==> src/rtl/addsub_iter.sv <==
// Multi-cycle WIDTH-bit two's-complement add/subtract, CHUNK bits per clock, start/busy/done handshake.
// Define ADDSUB_ITER_FLAGS_EN to build the registered zero/negative flags; otherwise they are tied to 0.
module addsub_iter #(
    parameter int WIDTH = 64,
    parameter int CHUNK = 8
) (
    input  logic             clk_i,
    input  logic             reset_i,
    input  logic             start_i,
    input  logic             op_i,
    input  logic [WIDTH-1:0] a_i,
    input  logic [WIDTH-1:0] b_i,
    output logic             busy_o,
    output logic             done_o,
    output logic [WIDTH-1:0] result_o,
    output logic             carry_o,
    output logic             overflow_o,
    output logic             zero_o,
    output logic             negative_o
);

    localparam int N    = WIDTH / CHUNK;
    localparam int IDXW = (N > 1) ? $clog2(N) : 1;

    typedef enum logic [1:0] {IDLE, RUN, DONE} state_t;

    state_t            state_q, state_d;
    logic [WIDTH-1:0]  opA_q, opA_d;
    logic [WIDTH-1:0]  opB_q, opB_d;
    logic              cin_q, cin_d;
    logic [IDXW-1:0]   idx_q, idx_d;
    logic [WIDTH-1:0]  acc_q, acc_d;
    logic [WIDTH-1:0]  result_q, result_d;
    logic              carry_q, carry_d;
    logic              overflow_q, overflow_d;

    logic [31:0]       chunkBase;
    logic [CHUNK-1:0]  chunkA;
    logic [CHUNK-1:0]  chunkB;
    logic [CHUNK:0]    chunkSum;
    logic              msbCarryIn;
    logic              lastChunk;
    logic [WIDTH-1:0]  accNext;

    assign chunkBase  = 32'(idx_q) * 32'(CHUNK);
    assign chunkA     = opA_q[chunkBase +: CHUNK];
    assign chunkB     = opB_q[chunkBase +: CHUNK];
    assign chunkSum   = {1'b0, chunkA} + {1'b0, chunkB} + {{CHUNK{1'b0}}, cin_q};
    // Carry into the top bit of the slice: recovered from the sum bit since sum = a ^ b ^ cin.
    assign msbCarryIn = chunkA[CHUNK-1] ^ chunkB[CHUNK-1] ^ chunkSum[CHUNK-1];
    assign lastChunk  = (idx_q == IDXW'(N - 1));

`ifdef ADDSUB_ITER_FLAGS_EN
    logic zero_q, zero_d;
    logic negative_q, negative_d;
`endif

    always_comb begin
        accNext = acc_q;
        accNext[chunkBase +: CHUNK] = chunkSum[CHUNK-1:0];
    end

    always_comb begin
        state_d    = state_q;
        opA_d      = opA_q;
        opB_d      = opB_q;
        cin_d      = cin_q;
        idx_d      = idx_q;
        acc_d      = acc_q;
        result_d   = result_q;
        carry_d    = carry_q;
        overflow_d = overflow_q;
`ifdef ADDSUB_ITER_FLAGS_EN
        zero_d     = zero_q;
        negative_d = negative_q;
`endif
        case (state_q)
            IDLE, DONE: begin
                if (start_i) begin
                    opA_d   = a_i;
                    opB_d   = op_i ? ~b_i : b_i;
                    cin_d   = op_i;
                    idx_d   = '0;
                    state_d = RUN;
                end else if (state_q == DONE) begin
                    state_d = IDLE;
                end
            end
            RUN: begin
                acc_d = accNext;
                cin_d = chunkSum[CHUNK];
                idx_d = idx_q + IDXW'(1);
                if (lastChunk) begin
                    state_d    = DONE;
                    result_d   = accNext;
                    carry_d    = chunkSum[CHUNK];
                    overflow_d = msbCarryIn ^ chunkSum[CHUNK];
`ifdef ADDSUB_ITER_FLAGS_EN
                    zero_d     = (accNext == '0);
                    negative_d = accNext[WIDTH-1];
`endif
                end
            end
            default: state_d = IDLE;
        endcase
    end

    always_ff @(posedge clk_i) begin
        if (reset_i) begin
            state_q    <= IDLE;
            opA_q      <= '0;
            opB_q      <= '0;
            cin_q      <= 1'b0;
            idx_q      <= '0;
            acc_q      <= '0;
            result_q   <= '0;
            carry_q    <= 1'b0;
            overflow_q <= 1'b0;
`ifdef ADDSUB_ITER_FLAGS_EN
            zero_q     <= 1'b0;
            negative_q <= 1'b0;
`endif
        end else begin
            state_q    <= state_d;
            opA_q      <= opA_d;
            opB_q      <= opB_d;
            cin_q      <= cin_d;
            idx_q      <= idx_d;
            acc_q      <= acc_d;
            result_q   <= result_d;
            carry_q    <= carry_d;
            overflow_q <= overflow_d;
`ifdef ADDSUB_ITER_FLAGS_EN
            zero_q     <= zero_d;
            negative_q <= negative_d;
`endif
        end
    end

    assign busy_o     = (state_q == RUN);
    assign done_o     = (state_q == DONE);
    assign result_o   = result_q;
    assign carry_o    = carry_q;
    assign overflow_o = overflow_q;

`ifdef ADDSUB_ITER_FLAGS_EN
    assign zero_o     = zero_q;
    assign negative_o = negative_q;
`else
    assign zero_o     = 1'b0;
    assign negative_o = 1'b0;
`endif

endmodule

==> config.mk <==
export PLATFORM = sky130hd
export DESIGN_NAME = addsub_iter
export DESIGN_NICKNAME = d
export VERILOG_FILES = /design/src/rtl/addsub_iter.sv
export SDC_FILE = /design/constraint.sdc
export NUM_CORES = 1
export LEC_CHECK = 0
export CELL_PAD_IN_SITES_DETAIL_PLACEMENT = 0
export CELL_PAD_IN_SITES_GLOBAL_PLACEMENT = 1
export CORE_MARGIN = 3
export CORE_UTILIZATION = 40
export CTS_CLUSTER_SIZE = 8
export DETAILED_ROUTE_END_ITERATION = 16
export DONT_BUFFER_PORTS = 1
export PLACE_DENSITY = 0.78
export SYNTH_ARGS = -nofsm -noshare
export SYNTH_HDL_FRONTEND = slang
export SYNTH_SLANG_ARGS = --single-unit
==> constraint.sdc <==
create_clock -name clk_i -period 4.3 [get_ports clk_i]
set_clock_uncertainty 0.1 [all_clocks]
set_input_delay 0.43 -clock clk_i [delete_from_list [all_inputs] [get_ports clk_i]]
set_output_delay 0.43 -clock clk_i [all_outputs]
set_load 0.01 [all_outputs]
==> qor.yml <==
critical_path:
  critical_path_arrival_ns: 4.23
  crit_family: "compound AO/OA/AOI/OAI gates"
  rrSetupSlack_ns: 0.35
  end_kind: "flop"
  critPathSlowestCell: "dlygate4sd3_1"
  cp-start-kind: "flop"
  crit_fanout: 17
  reg2reg_from: "idx_q[0]"
  crit_buf_inv: 3
  slowest_delay_ns: 0.58
  required_ns: 4.58
  startpoint: "idx_q[0]"
  path_cells: "buf_4 -> mux4_2 -> nand2_1 -> and2_1 -> inv_1 -> ha_1 -> a211oi_1 -> o21ai_2 -> a31oi_4 -> xnor2_4 -> a22oi_1 -> nor2_1 -> dlygate4sd3_1"
  criticalPathCategory: "reg -> reg"
clock_network:
  h-tree-depth: 2
  clockRootBuffer: "clkbuf_16"
  tritoncts: "built"
  numCtsBuffers: 38
  clk_pin_slew_ns: 0.05
  cts_sinks: 264
  clk_latency_ns: 0.51
  clk_path_buf_depth: 3
finish:
  fin_cells: 1812
  drive_gt1_frac: 0.0826
  multiInputGateArea_um2: 5950
  syn_to_final_growth_pct: 20.1
  layout.nets: 1575
  antenna_cells: 0
  regArea_um2: 5290
  n_fill_cell: 2745
  fin_util: 0.490
timing:
  rsz0062_at_grt: "false"
  finalCritPeriodShare: 0.919
  report.final.slew_viol_count: 0
  hold_viol: 0
  worst_slew_pin_slew_ns: 1.10
  setup_violations: 0
  fin_setup_tns_ns: 0
  fin_crit_ns: 3.95
  holdWs_ns: 0.0178
  slew_headroom: 0.265
  fmax_mhz: 253
global_route:
  grt_pass1_vias: 9353
  grt.overflow.total: 0
  grt_usage: 0.199
  grt_max_degree: 214
  grt_pass1_wl_um: 50100
  antenna_found_initial: 0
power:
  power.density_nw_per_um2: 426
  irDropWorstVdd_mv: 0.244
  p_leak_nw: 5.12
status:
  status: "finished, final reports clean"
detailed_routing:
  vias: 9749
  vias_per_cell: 5.38
  routed_wl_um: 32100
  drc: 0
  drt_pre_antenna_iters: 5
  wl_per_cell_um: 17.7
  drtIter0Drc: 588
  ant_nets: 0
hold_path:
  min_from: "a_i[40]"
  min_path_type: "in -> reg"
flow_run:
  cap_viol_max_count: 0
placed_design:
  portBuffers: 0
  place_inst: 1649
  place.gp.congestion: 0.809
  hpwl_um: 20400
synth:
  synthCells: 1369
  ys_types: 59
  async_flop_share: 0
  synth-seq-area-share: 0.448
  syn-cell-area_um2: 11800
  ys_ff_latch: 264
  synth_warnings: 0
  synth_enable_flop_cells: 0
  synth_area_per_cell_um2: 8.61
  ys.flop_type: "dfxtp_1"
floorplan:
  dieArea_um2: 31600
  rows: 62
  die_h_um: 178
  core_um2: 28900
  io_pins: 202
  die_w_um: 178
  start_util: 0.409
-- synthesized netlist by cell type (6+ instances only) --
library cell  number  area [µm²]
a211oi_1         121         908
a21oi_1          118         591
a221oi_1          17         149
a22oi_1           18         135
buf_1             11        41.3
buf_2             27         135
clkbuf_1          74         278
dfxtp_1          264        5290
ha_1              14         175
inv_1              7        26.3
mux4_2            32         721
nand2_1          223         837
nand2b_1           6        37.5
nand3_1           11        55.1
nor2_1           217         815
nor3_1            58         290
nor4_1             6        37.5
o21ai_0            7        35.0
xnor2_1           66         578
-- cell families after synthesis --
| family | after synthesis | synth area share |
|---|---|---|
| flip-flops | 264 | 0.448 |
| XOR/XNOR | 71 | 0.0556 |
| adder cells (fa/ha/maj) | 16 | 0.0183 |
| other | 1 | 0.000318 |
| buffers and inverters | 131 | 0.0481 |
| multiplexers | 36 | 0.0645 |
| AO/OA/AOI/OAI | 306 | 0.174 |
| AND/OR/NAND/NOR | 544 | 0.191 |
-- stage by stage --
step,power (mW),worst slack [ns],instance area (µm²)
detailed placement,3.31,0.292,11900
finish,6.02,0.350,14200
global route,6.27,0.110,14200
CTS,6.08,0.0171,14100
floorplan,3.20,0.730,11800
global placement,3.31,0.378,11900
-- layout make-up --
cell class                      instances  share of cell area
Tap cell                              384              0.0339
Clock buffer                           41              0.0725
Timing Repair Buffer                  139              0.0967
Multi-Input combinational cell        975               0.421
Inverter                                9             0.00239
Sequential cell                       264               0.374
-- where the power goes --
group / internal (mW) / leakage [nW] / switching, mW
registers: 2.57 / 2.16 / 0.0687
logic: 0.306 / 2.46 / 0.424
clock network: 1.65 / 0.505 / 1.00
-- state kept, by name, indices dropped and copies added (netlist names) --
register,cells
opB_q,64
state_q,2
carry_o,1
overflow_o,1
acc_q,64
opA_q,64
idx_q,3
cin_q,1
result_o,64
-- routing by layer --
metal	part of all wire	GRT usage
met1	0.43	0.256
met2	0.49	0.337
met3	0.056	0.0377
met4	0.025	0.0618
met5	0	0
-- path summary, 6_finish.rpt --
kind               end  cells after the start
max          acc_q[31]                     13
min          opA_q[40]                      2
max reg2reg  acc_q[31]                     13
min reg2reg  opA_q[58]                      2
-- repair_timing --
item | CTS | global route
hold endpoints to repair | 264 | 0
hold buffers | 113 | 0
setup endpoints to repair | 0 | 45
buffers inserted | 0 | 9
resized for setup | 0 | 2
-- cells in the final DEF, fill, tap and decap left out, types with 4 or more instances in the layout --
| master | netlist | routed |
|---|---|---|
| inv_1 | 7 | 7 |
| dfxtp_1 | 264 | 262 |
| nor4_1 | 6 | 6 |
| nand3_1 | 11 | 11 |
| ha_1 | 14 | 14 |
| a22oi_1 | 18 | 18 |
| xnor2_1 | 66 | 66 |
| clkbuf_16 | 0 | 41 |
| nand2b_1 | 6 | 5 |
| o21ai_0 | 7 | 7 |
| mux2i_1 | 4 | 4 |
| nand2_1 | 223 | 223 |
| nor3_1 | 58 | 58 |
| o211a_1 | 4 | 4 |
| a21oi_1 | 118 | 118 |
| a221oi_1 | 17 | 17 |
| buf_4 | 4 | 24 |
| dlygate4sd3_1 | 0 | 112 |
| nor2_1 | 217 | 217 |
| mux4_2 | 32 | 32 |
| a211oi_1 | 121 | 121 |
No activity file was read; power rests on OpenSTA's default activity.
